--- config.mk ---
export PLATFORM = sky130hd
export DESIGN_NAME = regfile_wr_sched
export DESIGN_NICKNAME = d
export VERILOG_FILES = /design/src/rtl/regfile_pkg.sv /design/src/rtl/regfile_wr_sched_rr_arbiter.sv /design/src/rtl/regfile_wr_sched.sv
export SDC_FILE = /design/constraint.sdc
export NUM_CORES = 1
export LEC_CHECK = 0
export CAP_MARGIN = 5
export CORE_MARGIN = 10
export CORE_UTILIZATION = 39
export DETAILED_ROUTE_END_ITERATION = 12
export GPL_TIMING_DRIVEN = 0
export MAX_ROUTING_LAYER = met4
export PLACE_DENSITY = 0.84
export SLEW_MARGIN = 20
export SYNTH_ARGS = -nofsm -noshare
export SYNTH_HDL_FRONTEND = slang
export SYNTH_SLANG_ARGS = --single-unit
--- constraint.sdc ---
create_clock -name clk -period 3 [get_ports clk]
set_clock_uncertainty 0.15 [all_clocks]
set_input_delay 0.45 -clock clk [delete_from_list [all_inputs] [get_ports clk]]
set_output_delay 0.45 -clock clk [all_outputs]
set_load 0.005 [all_outputs]
--- src/rtl/regfile_pkg.sv ---
// Shared constants and FSM state encoding for the register-file write scheduler.
package regfile_pkg;

  localparam int AW       = 5;
  localparam int DW       = 32;
  localparam int NUM_REGS = 2 ** AW;

  typedef enum logic {
    ST_CLEAR = 1'b0,
    ST_RUN   = 1'b1
  } state_t;

endpackage

--- src/rtl/regfile_wr_sched_rr_arbiter.sv ---
// Combinational round-robin arbiter: picks the first asserted request at or
// above i_ptr, wrapping from N-1 to 0. The pointer register lives in the parent.
module rr_arbiter #(
  parameter int N  = 2,
  parameter int PW = 1
) (
  input  logic [N-1:0]  i_req,
  input  logic [PW-1:0] i_ptr,
  output logic [N-1:0]  o_grant,
  output logic [PW-1:0] o_gidx
);

  logic [2*N-1:0] w_dbl;
  logic [N-1:0]   w_rot;

  // Rotate requests so bit 0 is the requester the pointer currently favours.
  assign w_dbl = {i_req, i_req} >> i_ptr;
  assign w_rot = w_dbl[N-1:0];

  // Scan from farthest to nearest offset so the nearest asserted request wins.
  always_comb begin
    o_grant = '0;
    o_gidx  = '0;
    for (int k = N - 1; k >= 0; k--) begin
      if (w_rot[k]) begin
        o_gidx  = PW'((int'(i_ptr) + k) % N);
        o_grant = N'(1) << o_gidx;
      end
    end
  end

endmodule

--- src/rtl/regfile_wr_sched.sv ---
// Write-port scheduler for the register file: round-robin sharing of the single
// write port among NREQ requesters, plus a zeroing sweep after reset or clr_req.
// Optional build macro WR_FWD_EN adds write-to-read forwarding compare ports.
module regfile_wr_sched
  import regfile_pkg::*;
#(
  parameter int NREQ = 2,
  parameter int DW   = regfile_pkg::DW,
  parameter int AW   = regfile_pkg::AW
) (
  input  logic               clk,
  input  logic               rst,
  input  logic [NREQ-1:0]    req_valid,
  output logic [NREQ-1:0]    req_ready,
  input  logic [NREQ*AW-1:0] req_addr,
  input  logic [NREQ*DW-1:0] req_data,
  input  logic               clr_req,
  output logic               busy,
  output logic               RegWr,
  output logic [AW-1:0]      Rd,
  output logic [DW-1:0]      WrRegData
`ifdef WR_FWD_EN
  ,
  input  logic [AW-1:0]      rd_addr_a,
  input  logic [AW-1:0]      rd_addr_b,
  output logic               fwd_hit_a,
  output logic               fwd_hit_b,
  output logic [DW-1:0]      fwd_data
`endif
);

  localparam int PW = (NREQ > 1) ? $clog2(NREQ) : 1;

  state_t          r_state;
  logic [AW-1:0]   r_idx;
  logic [PW-1:0]   r_ptr;
  logic            r_busy;
  logic            r_wr;
  logic [AW-1:0]   r_rd;
  logic [DW-1:0]   r_data;

  logic [NREQ-1:0] w_req;
  logic [NREQ-1:0] w_grant;
  logic [PW-1:0]   w_gidx;
  logic            w_accept;
  logic [AW-1:0]   w_addr;
  logic [DW-1:0]   w_data;

  // Requests only compete in RUN, and not in a cycle that starts a sweep.
  assign w_req    = req_valid & {NREQ{(r_state == ST_RUN) && !clr_req}};
  assign w_accept = |w_grant;
  assign req_ready = w_grant;

  rr_arbiter #(
    .N  (NREQ),
    .PW (PW)
  ) u_arb (
    .i_req   (w_req),
    .i_ptr   (r_ptr),
    .o_grant (w_grant),
    .o_gidx  (w_gidx)
  );

  // Select the granted requester's address and data (grant is one-hot or zero).
  always_comb begin
    w_addr = '0;
    w_data = '0;
    for (int i = 0; i < NREQ; i++) begin
      if (w_grant[i]) begin
        w_addr = w_addr | req_addr[i*AW +: AW];
        w_data = w_data | req_data[i*DW +: DW];
      end
    end
  end

  // Scheduler FSM with registered write-port outputs; busy lags the state by a
  // cycle so it covers exactly the cycles in which sweep writes are presented.
  always_ff @(posedge clk or posedge rst) begin
    if (rst) begin
      r_state <= ST_CLEAR;
      r_idx   <= '0;
      r_ptr   <= '0;
      r_busy  <= 1'b1;
      r_wr    <= 1'b0;
      r_rd    <= '0;
      r_data  <= '0;
    end else begin
      r_busy <= (r_state == ST_CLEAR);
      r_wr   <= 1'b0;
      case (r_state)
        ST_CLEAR: begin
          r_wr   <= 1'b1;
          r_rd   <= r_idx;
          r_data <= '0;
          r_idx  <= r_idx + 1'b1;
          if (r_idx == {AW{1'b1}}) r_state <= ST_RUN;
        end
        ST_RUN: begin
          if (clr_req) begin
            r_state <= ST_CLEAR;
            r_idx   <= '0;
          end else if (w_accept) begin
            r_ptr <= (w_gidx == PW'(NREQ - 1)) ? '0 : w_gidx + 1'b1;
            // r0 is hardwired zero: the write is consumed but never issued.
            if (w_addr != '0) begin
              r_wr   <= 1'b1;
              r_rd   <= w_addr;
              r_data <= w_data;
            end
          end
        end
        default: r_state <= ST_CLEAR;
      endcase
    end
  end

  assign busy      = r_busy;
  assign RegWr     = r_wr;
  assign Rd        = r_rd;
  assign WrRegData = r_data;

`ifdef WR_FWD_EN
  // Readers see the write landing this cycle; sweep writes carry zero data.
  assign fwd_hit_a = r_wr && (r_rd == rd_addr_a) && (rd_addr_a != '0);
  assign fwd_hit_b = r_wr && (r_rd == rd_addr_b) && (rd_addr_b != '0);
  assign fwd_data  = r_data;
`endif

endmodule

== Word level (Yosys, flattened, before mapping) ==
Cells that the tools add are included.

* Equal/unequal tests: 5
* Shift-type cells: 3
* Reduce and logical (&&, ||, !) cells: 6
* Bitwise logic cells: 5
* Muxes and demuxes: 26
* $add $sub $neg: 3

{| class="wikitable"
|+ Operator list
! operator !! count
|-
| $mux W32 || 5
|-
| $pmux W32 S2 || 1
|-
| $or A32 B32 Y32 || 1
|-
| $mux W5 || 6
|-
| $pmux W5 S2 || 2
|-
| $mux W1 || 8
|-
| $reduce_and A3 Y1 || 2
|-
| $add A5 B1 Y5 const B || 1
|-
| $eq A5 B5 Y1 const B || 1
|-
| $or A5 B5 Y5 || 1
|-
| $reduce_bool A5 Y1 || 1
|-
| $mux W2 || 2
|-
| $ne A2 B1 Y1 const B || 2
|-
| $ne A2 B2 Y1 const B || 2
|-
| $pmux W1 S2 || 2
|-
| $shl A1 B1 Y2 const A || 2
|-
| $shr A4 B1 Y2 || 1
|-
| $add A1 B1 Y1 const B || 2
|-
| $and A2 B2 Y2 || 1
|-
| $not A1 Y1 || 2
|-
| $reduce_or A2 Y1 || 1
|-
| $logic_and A1 B1 Y1 || 1
|-
| $logic_not A1 Y1 || 1
|}

* Logic and storage cells: 55
* Register bits after elaboration: 46
* Output and inout bits: 41
* Input port bits: 79

== Longest topological paths before layout ==
Gate-level depths: netlist of the first run.

* Depth after elaboration: 14
* Depth in mapped cells: 7
* Mapped depth without buffers: 5

== Hierarchy ==
From an unflattened synthesis of the first run, not the netlist that was laid out.

* Cells, all modules: 230
* Area, all modules: 2695.1 um^2

{| class="wikitable"
|+ By module, submodules not included
! module !! cells each !! instances !! sequential area each (um^2) !! area each (um^2)
|-
| regfile_wr_sched || 226 || 1 || 1152.4 || 2668.8
|-
| rr_arbiter || 4 || 1 || 0.0 || 26.3
|}

== Worst setup path after synthesis of the first run ==
No wires, ideal clock.

* Kind: input to output
* From: in clr_req
* To: out req_ready[1]
* Stages: 5
* Data arrival time: 1.291 ns
* Path slack: 1.109 ns
* Data required time: 2.400 ns
* Buffers on the path: 2
* Cell sequence: and2b_1 nand3_2 inv_1 buf_2 buf_2

* Cells in the longest elaborated chain, start to end: 6

{| class="wikitable"
|+ Ends and longest elaborated chain
! what !! RTL line !! RTL
|-
| start, declared || regfile_wr_sched.sv:17 || <nowiki>input logic clr_req,</nowiki>
|-
| $logic_not A1 Y1 (*) || regfile_wr_sched.sv:50 || <nowiki>assign w_req = req_valid & {NREQ{(r_state == ST_RUN) && !clr_req}};</nowiki>
|-
| $logic_and A1 B1 Y1 (*) || regfile_wr_sched.sv:50 ||
|-
| $and A2 B2 Y2 (*) || regfile_wr_sched.sv:50 ||
|-
| $shr A4 B1 Y2 (*) || regfile_wr_sched_rr_arbiter.sv:17 || <nowiki>assign w_dbl = {i_req, i_req} >> i_ptr;</nowiki>
|-
| $mux W2 || regfile_wr_sched_rr_arbiter.sv:25 || <nowiki>if (w_rot[k]) begin</nowiki>
|-
| $mux W2 (*) || regfile_wr_sched_rr_arbiter.sv:25 ||
|-
| end, declared || regfile_wr_sched.sv:14 || <nowiki>output logic [NREQ-1:0] req_ready,</nowiki>
|}

Every way passes the cells marked *; elsewhere a longest branch is shown, timed or not.

== Worst setup path in the final report of the first run ==
* From: in clr_req
* To: out req_ready[0]

The elaborated chain is that of the path after synthesis.

==> results of run 1 <==
cells in the mapped netlist, drive strengths merged:
library cell and count:
a211o 1, a21o 2, a21oi 3, a221o 2
a221oi 3, a22o 1, a22oi 32, a31o 2
and2 1, and2b 1, and3 1, buf 10
clkbuf 7, dfrtp 45, dfstp 1, ha 2
inv 5, mux2i 32, nand2 36, nand2b 1
nand3 2, nand3b 3, nor2 5, nor2b 2
nor4 1, o211ai 3, o21a 1, o21ai 4
or4 1, xnor2 1, xor2 1
stage by stage:
stage | instances | cell area [um^2] | power, uW
final | 413 | 3740 | 1800
after global routing | 413 | 3740 | 1910
after detailed placement | 407 | 3640 | 1370
after floorplan | 212 | 2330 | 1090
after CTS | 413 | 3740 | 1820
after global placement | 406 | 3620 | 1350
worst paths after layout:
check / startpoint / end / slack, ns / depth (start not counted)
max: clr_req / req_ready[0] / 0.12 / 5
max reg2reg: r_ptr$_DFFE_PP0P_ / WrRegData[25]$_DFFE_PP0P_ / 0.93 / 6
min: rst / WrRegData[17]$_DFFE_PP0P_ / 0.32 / 2
min in group clk: r_ptr$_DFFE_PP0P_ / r_ptr$_DFFE_PP0P_ / 0.36 / 1
max in group asynchronous: rst / busy$_DFF_PP1_ / 1.82 / 3
min reg2reg: r_ptr$_DFFE_PP0P_ / r_ptr$_DFFE_PP0P_ / 0.36 / 1
metal layers:
metal  wire, um  vias up
met3        466        5
met2       3640       81
met4         52        0
met1       3120     1009
met5          0        -
li1           -     1019
state kept, by name, indices dropped and copies added (netlist names):
signal and flops:
RegWr 1, busy 1, r_ptr 1, r_idx 5, Rd 5, r_state 1, WrRegData 32
cells by family after synthesis:
group,Yosys count,share of synthesized area
AOI/OAI and AO/OA,54,0.176
xor gates and xnor gates,2,0.00750
adders and majority gates,2,0.0107
buffers and inverters,22,0.0659
DFF,46,0.494
muxes,32,0.137
and+or+nand+nor,54,0.109
worst max-delay path, stage by stage:
cell,delay [ns]
sky130_fd_sc_hd__clkdlybuf4s50_1,0.45
sky130_fd_sc_hd__nand3b_1,0.22
sky130_fd_sc_hd__nor2_1,0.18
sky130_fd_sc_hd__buf_2,0.39
sky130_fd_sc_hd__clkdlybuf4s50_1,0.59
cell type report:
| cell class | count | area [um^2] | area share |
|---|---|---|---|
| multi-input combinational | 144 | 1030 | 0.275 |
| inverter | 5 | 18.8 | 0.00502 |
| sequential | 46 | 1150 | 0.308 |
| clock buffer | 7 | 76.3 | 0.0204 |
| tap | 75 | 93.8 | 0.0251 |
| buffer | 15 | 129 | 0.0344 |
| clock inverter | 1 | 30.0 | 0.00803 |
| timing repair buffer | 120 | 1210 | 0.324 |
repair_timing:
action,CTS,global route
endpoints found under the setup margin,2,1
resized for setup,1,1
setup buffers,0,0
hold endpoints to repair,0,0
report_power, final:
part           internal [uW]  switching [uW]  total (uW)
clock                    250             206         455
sequential               711            65.9         776
combinational            334             237         571
total                   1290             508        1800
==> impl_metrics.json, run 1 <==
{
  "initial_core_util": 0.399,
  "die_area_um2": 9480,
  "synthCells": 212,
  "rsz0062_at_grt": "no",
  "cp-start-kind": "input pin",
  "detailedRoute.firstPassIterationCount": 4,
  "die_height_um": 97.4,
  "synth_cell_area_um2": 2330,
  "buffer_levels_on_the_longest_clock_path": 2,
  "row_count": 28,
  "tritoncts.num_buffers": 5,
  "maximum_number_of_pins_on_one_net_before_global_route_repair": 29,
  "worstMarginPinSlew_ns": 0.449,
  "post-route-util": 0.639,
  "grtUsageMet2": 0.259,
  "layout-area-overhead-vs-synth_pct": 60.2,
  "yosysUniqueCellTypes": 36,
  "grt_first_pass_wirelength_mm": 11.9,
  "max_cap_viol_count": 0,
  "detail_route.wirelength_mm": 7.28,
  "setup_tns_ns": 0,
  "clk_pin_slew_worst_paths_ns": 0.08,
  "cell_area_power_density_nw_per_um2": 482,
  "final_number_of_setup_violating_endpoints": 0,
  "worst_setup_path_end_kind": "output port",
  "avgSynthCellArea_um2": 11.0,
  "cp_data_required_time_ns": 2.40,
  "die_w_um": 97.4,
  "final_critical_path_setup_slack_ns": 0.120,
  "synthTopCellsByArea": "sky130_fd_sc_hd__dfrtp_1 48%, sky130_fd_sc_hd__mux2i_1 14%, sky130_fd_sc_hd__a22oi_1 10%, sky130_fd_sc_hd__nand2_1 5.8%, sky130_fd_sc_hd__buf_12 3.4%",
  "tritoncts": "yes",
  "layout.cells.most_common_list": "119 x sky130_fd_sc_hd__clkdlybuf4s50_1, 45 x sky130_fd_sc_hd__dfrtp_1, 36 x sky130_fd_sc_hd__nand2_1, 32 x sky130_fd_sc_hd__a22oi_1, 32 x sky130_fd_sc_hd__mux2i_1",
  "crit_type": "in2out",
  "irDropWorstVdd_v": 0.000297,
  "htree_num_levels": 2,
  "boundary_pin_count": 120,
  "use_met1": 0.178,
  "final-max-slew-violation-count": 0,
  "insertion_delay_ns": 0.30,
  "drive_above_1_share": 0.0740,
  "max-slew-margin-rel": 0.701,
  "num_vias": 2114,
  "synthesis.nets": 293,
  "route.detailed.vias_per_inst": 5.12,
  "final.period_utilization": 0.960,
  "hold_buffers": 0,
  "ys_seq_area_frac": 0.494,
  "cellLeakagePower_uw": 0.00169,
  "core_area_um2": 5850,
  "status": "completed",
  "gr-usage-all-layers": 0.154,
  "route.antenna.remaining_nets": 0,
  "yosysWarnings": 0,
  "fin_hold_ws_ns": 0.317,
  "place_hpwl_mm": 5.85,
  "timing.fmax_ghz": 0.347,
  "most_common_cell_after_layout_fill_and_taps_aside": "sky130_fd_sc_hd__clkdlybuf4s50_1",
  "worst_hold_path_type": "in2async",
  "num-fill-cells": 482,
  "gp_routability_congestion": 0.811,
  "global_route.usage.met3": 0.0477,
  "netlist.top_cell.by_area": "sky130_fd_sc_hd__dfrtp_1",
  "drt_drc_violations_left": 0,
  "synth_largest_type_area_fraction": 0.482,
  "dr.first_iter.drc_count": 69,
  "diodes_inserted": 0,
  "critical_path_arrival_ns": 2.28,
  "finish.net_count": 418,
  "cp_max_fo": 19,
  "wire_per_inst_um": 17.6,
  "dp_worst_setup_slack_ns": -0.180,
  "grt.busiest_layer": "met2",
  "cts.sinks": 46,
  "antenna_violations_before_repair": 0,
  "ys_ff_latch": 46,
  "final_hold_viol_count": 0,
  "numPortBuffers": 119,
  "via_count_of_the_first_global_routing_pass": 2337,
  "clock-root-buffer": "sky130_fd_sc_hd__clkbuf_8",
  "gr-total-overflow": 0,
  "final_period_minus_worst_setup_slack_ns": 2.88
}
Power figures use the tool's default switching activity.
==> run 2, diff against run 1 <==
--- a/config.mk
+++ b/config.mk
@@ -6,7 +6,7 @@
 export NUM_CORES = 1
 export LEC_CHECK = 0
 export CAP_MARGIN = 5
-export CORE_MARGIN = 10
+export CORE_MARGIN = 2
 export CORE_UTILIZATION = 39
 export DETAILED_ROUTE_END_ITERATION = 12
 export GPL_TIMING_DRIVEN = 0
==> impl_metrics.json, run 2 (synthesized netlist as in run 1, its figures left out) <==
{
  "status": "completed",
  "cp_data_required_time_ns": 2.40,
  "worst_setup_path_end_kind": "output port",
  "tritoncts": "yes",
  "max-slew-margin-rel": 0.628,
  "num-fill-cells": 496,
  "place_hpwl_mm": 4.79,
  "drt_drc_violations_left": 0,
  "initial_core_util": 0.399,
  "cts.sinks": 46,
  "hold_buffers": 0,
  "layout.cells.most_common_list": "119 x sky130_fd_sc_hd__clkdlybuf4s50_1, 45 x sky130_fd_sc_hd__dfrtp_1, 36 x sky130_fd_sc_hd__nand2_1, 32 x sky130_fd_sc_hd__a22oi_1, 32 x sky130_fd_sc_hd__mux2i_1",
  "max_cap_viol_count": 0,
  "critical_path_arrival_ns": 2.23,
  "row_count": 28,
  "crit_type": "in2out",
  "cp-start-kind": "input pin",
  "buffer_levels_on_the_longest_clock_path": 2,
  "cp.buffers_inverters": 4,
  "grt_first_pass_wirelength_mm": 10.2,
  "most_common_cell_after_layout_fill_and_taps_aside": "sky130_fd_sc_hd__clkdlybuf4s50_1",
  "tritoncts.num_buffers": 5,
  "fin_hold_ws_ns": 0.369,
  "timing.critical_path.slowest_cell_delay_ns": 0.54,
  "gr-usage-all-layers": 0.207,
  "rsz0062_at_grt": "no",
  "num_vias": 2133,
  "final.period_utilization": 0.945,
  "route.detailed.vias_per_inst": 5.16,
  "dp_worst_setup_slack_ns": -0.146,
  "critical_path.most_common_cell": "sky130_fd_sc_hd__clkdlybuf4s50_1",
  "numPortBuffers": 119,
  "die_area_um2": 6620,
  "cell_chain_of_the_critical_path": "clkdlybuf4s50_1, and2b_2, nand3_2, inv_1, buf_4, clkdlybuf4s50_1",
  "maximum_number_of_pins_on_one_net_before_global_route_repair": 25,
  "largest_register_ffs": 32,
  "finish.net_count": 418,
  "layout-area-overhead-vs-synth_pct": 59.7,
  "post_cts.repair.setup_buffers": 0,
  "worst_path_dominant_cell_family": "buffers and inverters",
  "dr.first_iter.drc_count": 101,
  "cellLeakagePower_uw": 0.00168,
  "htree_num_levels": 2,
  "gr-total-overflow": 0,
  "clk_pin_slew_worst_paths_ns": 0.09,
  "cell_area_power_density_nw_per_um2": 466,
  "final_hold_viol_count": 0,
  "drive_above_1_share": 0.0769,
  "irDropWorstVdd_v": 0.000287,
  "timing.fmax_ghz": 0.353,
  "slowest_cell_on_the_critical_path": "sky130_fd_sc_hd__clkdlybuf4s50_1",
  "antenna_violations_before_repair": 0,
  "gp_routability_congestion": 0.805,
  "final-max-slew-violation-count": 0,
  "insertion_delay_ns": 0.30,
  "worst_hold_path_type": "in2async",
  "final_period_minus_worst_setup_slack_ns": 2.83,
  "wire_per_inst_um": 15.3,
  "setup_tns_ns": 0,
  "clock-root-buffer": "sky130_fd_sc_hd__clkbuf_8",
  "final_number_of_setup_violating_endpoints": 0,
  "cp_max_fo": 19,
  "boundary_pin_count": 120,
  "via_count_of_the_first_global_routing_pass": 2167,
  "core_area_um2": 5850,
  "detailedRoute.firstPassIterationCount": 4,
  "detail_route.wirelength_mm": 6.33,
  "die_w_um": 81.4,
  "diodes_inserted": 0,
  "final_critical_path_setup_slack_ns": 0.165,
  "die_height_um": 81.4,
  "worstMarginPinSlew_ns": 0.557,
  "route.antenna.remaining_nets": 0
}
[run 2: changes by cell type in the layout (fill, tap and decap cells not counted), sizes merged]
cell    delta
clkbuf     -1
clkinv     +2
bufinv     -1
[run 2: power by group]
part	total (uW)	switching (uW)	internal, uW
Clock	379	214	165
Combinational	578	243	336
Sequential	780	68.9	711
[run 2: cell type report]
cell class | instances | area (um^2) | area share
sequential | 46 | 1150 | 0.309
buffer | 15 | 129 | 0.0346
tap | 75 | 93.8 | 0.0252
clock buffer | 6 | 72.6 | 0.0195
timing repair buffer | 120 | 1220 | 0.327
inverter | 5 | 18.8 | 0.00503
multi-input combinational | 144 | 1030 | 0.276
clock inverter | 2 | 13.8 | 0.00369
[run 2: final timing paths]
path / startpoint / end / slack, ns / cells past startpoint
worst max-delay path: clr_req / req_ready[1] / 0.17 / 6
max in group asynchronous: rst / WrRegData[0]$_DFFE_PP0P_ / 1.82 / 3
min in group clk: r_ptr$_DFFE_PP0P_ / r_ptr$_DFFE_PP0P_ / 0.37 / 1
worst min-delay path: rst / WrRegData[11]$_DFFE_PP0P_ / 0.37 / 2
worst max register to register: r_ptr$_DFFE_PP0P_ / WrRegData[13]$_DFFE_PP0P_ / 0.98 / 6
worst min register to register: r_ptr$_DFFE_PP0P_ / r_ptr$_DFFE_PP0P_ / 0.37 / 1
[run 2: timing repair]
action                                 CTS  global route
resized for setup                        1             1
cloned                                   0             0
endpoints found under the hold margin    0             0
setup endpoints to repair                2             1
[run 2: stage by stage]
step / util / total power, uW / instance area, um^2 / cells
2_1_floorplan: - / 1090 / 2330 / 212
3_3_place_gp: 0.619 / 1340 / 3620 / 406
3_5_place_dp: 0.623 / 1370 / 3650 / 407
4_1_cts: 0.637 / 1740 / 3730 / 413
5_1_grt: 0.637 / 1850 / 3730 / 413
6_report: 0.637 / 1740 / 3730 / 413
[run 2: layer usage]
layer  wire [um]  GRT usage  share of wire
met1        2760      0.258           0.44
met5           0          -              0
met4          40     0.0407         0.0063
met3         416     0.0556          0.066
met2        3110      0.339           0.49
==> run 3, diff against run 2 <==
--- a/config.mk
+++ b/config.mk
@@ -7,11 +7,12 @@
 export LEC_CHECK = 0
 export CAP_MARGIN = 5
 export CORE_MARGIN = 2
-export CORE_UTILIZATION = 39
+export CORE_UTILIZATION = 37
+export CTS_BUF_LIST = sky130_fd_sc_hd__clkbuf_4
 export DETAILED_ROUTE_END_ITERATION = 12
 export GPL_TIMING_DRIVEN = 0
 export MAX_ROUTING_LAYER = met4
-export PLACE_DENSITY = 0.84
+export PLACE_DENSITY = 0.83
 export SLEW_MARGIN = 20
 export SYNTH_ARGS = -nofsm -noshare
 export SYNTH_HDL_FRONTEND = slang
==> constraint.sdc (replaced) <==
create_clock -name clk -period 2.5 [get_ports clk]
set_clock_uncertainty 0.15 [all_clocks]
set_input_delay 0.375 -clock clk [delete_from_list [all_inputs] [get_ports clk]]
set_output_delay 0.375 -clock clk [all_outputs]
set_load 0.005 [all_outputs]
==> impl_metrics.json, run 3 (synthesized netlist as in run 1, its figures left out) <==
{
  "status": "completed",
  "crit_type": "in2out",
  "cts.sinks": 46,
  "crit_start": "clr_req",
  "wire_per_inst_um": 16.1,
  "detail_route.wirelength_mm": 6.73,
  "die_w_um": 83.4,
  "buffer_levels_on_the_longest_clock_path": 2,
  "place_hpwl_mm": 5.00,
  "diodes_inserted": 0,
  "boundary_pin_count": 120,
  "clk_pin_slew_worst_paths_ns": 0.15,
  "numPortBuffers": 119,
  "gr-usage-all-layers": 0.201,
  "r2r_cells": 7,
  "grt_first_pass_wirelength_mm": 11.1,
  "layout-area-overhead-vs-synth_pct": 61.6,
  "finish.net_count": 424,
  "cp-start-kind": "input pin",
  "worst_setup_path_end_kind": "output port",
  "via_count_of_the_first_global_routing_pass": 2245,
  "cp_max_fo": 9,
  "sequentialPowerShare": 0.463,
  "post-route-util": 0.626,
  "power.share.clock": 0.187,
  "final_number_of_setup_violating_endpoints": 0,
  "insertion_delay_ns": 0.37,
  "ff2ff_setup_slack_ns": 0.45,
  "critical_path_arrival_ns": 1.92,
  "route.detailed.vias_per_inst": 5.19,
  "tritoncts.num_buffers": 5,
  "timing.fmax_ghz": 0.409,
  "rsz0062_at_grt": "no",
  "final_period_minus_worst_setup_slack_ns": 2.44,
  "max_cap_viol_count": 0,
  "htree_num_levels": 2,
  "combPwrFrac": 0.350,
  "clock-root-buffer": "sky130_fd_sc_hd__clkbuf_4",
  "final-max-slew-violation-count": 0,
  "route.antenna.remaining_nets": 0,
  "layout.cells.most_common_list": "119 x sky130_fd_sc_hd__clkdlybuf4s50_1, 45 x sky130_fd_sc_hd__dfrtp_1, 36 x sky130_fd_sc_hd__nand2_1, 32 x sky130_fd_sc_hd__a22oi_1, 32 x sky130_fd_sc_hd__mux2i_1",
  "num-fill-cells": 511,
  "netSwitchingFraction": 0.317,
  "tritoncts": "yes",
  "most_common_cell_after_layout_fill_and_taps_aside": "sky130_fd_sc_hd__clkdlybuf4s50_1",
  "die_area_um2": 6960,
  "max-slew-margin-rel": 0.677,
  "cp_data_required_time_ns": 1.98,
  "dr.first_iter.drc_count": 91,
  "die_height_um": 83.4,
  "worstReg2RegEnd": "WrRegData[19]$_DFFE_PP0P_",
  "initial_core_util": 0.387,
  "gr-total-overflow": 0,
  "maximum_number_of_pins_on_one_net_before_global_route_repair": 29,
  "fin_hold_ws_ns": 0.157,
  "row_count": 28,
  "cell_area_power_density_nw_per_um2": 536,
  "gp_routability_congestion": 0.804,
  "internal-power_uw": 1380,
  "worstMarginPinSlew_ns": 0.485,
  "antenna_violations_before_repair": 0,
  "irDropWorstVdd_v": 0.000431,
  "worst_hold_path_type": "in2async",
  "crit_end": "req_ready[1]",
  "detailedRoute.firstPassIterationCount": 4,
  "final.period_utilization": 0.977,
  "cellLeakagePower_uw": 0.00170,
  "p_sw_uw": 640,
  "largest_register_ffs": 32,
  "num_vias": 2173,
  "worst_r2r_startpoint": "r_ptr$_DFFE_PP0P_",
  "final_hold_viol_count": 0,
  "drt_drc_violations_left": 0,
  "core_area_um2": 6030,
  "drive_above_1_share": 0.102
}
## run 3: critical path, stage by stage
cell and delay [ns]:
sky130_fd_sc_hd__clkdlybuf4s50_1 0.45, sky130_fd_sc_hd__and2b_2 0.27, sky130_fd_sc_hd__nand3_4 0.11, sky130_fd_sc_hd__inv_4 0.09, sky130_fd_sc_hd__buf_12 0.12, sky130_fd_sc_hd__clkdlybuf4s50_1 0.50
## run 3: power groups by stage
stage	logic [uW]	registers (uW)	clock network [uW]
2_1_floorplan	369	935	0
3_3_place_gp	674	941	0
3_5_place_dp	696	950	0
4_1_cts	710	934	399
5_1_grt	776	948	426
6_report	708	935	378
## run 3: worst min-delay path by stage
stage                            startpoint                        end  cells after the start
after floorplan           r_ptr$_DFFE_PP0P_          r_ptr$_DFFE_PP0P_                      1
after global placement    r_ptr$_DFFE_PP0P_          r_ptr$_DFFE_PP0P_                      1
after detailed placement  r_ptr$_DFFE_PP0P_          r_ptr$_DFFE_PP0P_                      1
after CTS                               rst  WrRegData[18]$_DFFE_PP0P_                      2
after global routing                    rst  WrRegData[12]$_DFFE_PP0P_                      2
final                                   rst  WrRegData[13]$_DFFE_PP0P_                      2
## run 3: layer usage
layer / part of all wire / up-vias / global-route usage / wire length, um
met4: 0.0062 / 0 / 0.0352 / 42
met1: 0.42 / 1048 / 0.246 / 2800
li1: - / 1030 / - / -
met3: 0.055 / 5 / 0.0437 / 370
met5: 0 / - / - / 0
met2: 0.52 / 90 / 0.346 / 3520
## run 3: final cells by class
cell class,instances,area [um^2],area share
flip-flops and latches,46,1150,0.305
clock inverters,3,25.0,0.00663
inverters,5,21.3,0.00564
well taps,75,93.8,0.0249
plain buffers,15,148,0.0391
repair buffers,126,1260,0.333
clock buffers,5,37.5,0.00995
multi-input cells,144,1040,0.276
## run 3: through the flow
step	TNS (ns)	setup WS (ns)	power (uW)	instances	area (um^2)
after floorplan	0	0.694	1300	212	2330
after global placement	-4.65	-0.483	1620	406	3620
after detailed placement	-0.985	-0.511	1650	407	3640
after CTS	0	0.0117	2040	415	3740
after global routing	0	0.00911	2150	419	3770
final	0	0.0567	2020	419	3770
## run 3: repair_timing
| action | 4_1_cts | 5_1_grt |
|---|---|---|
| gates resized for setup | 9 | 2 |
| hold buffers | 0 | 0 |
| hold endpoints to repair | 0 | 0 |
| setup buffers | 2 | 4 |
| endpoints found under the setup margin | 2 | 2 |
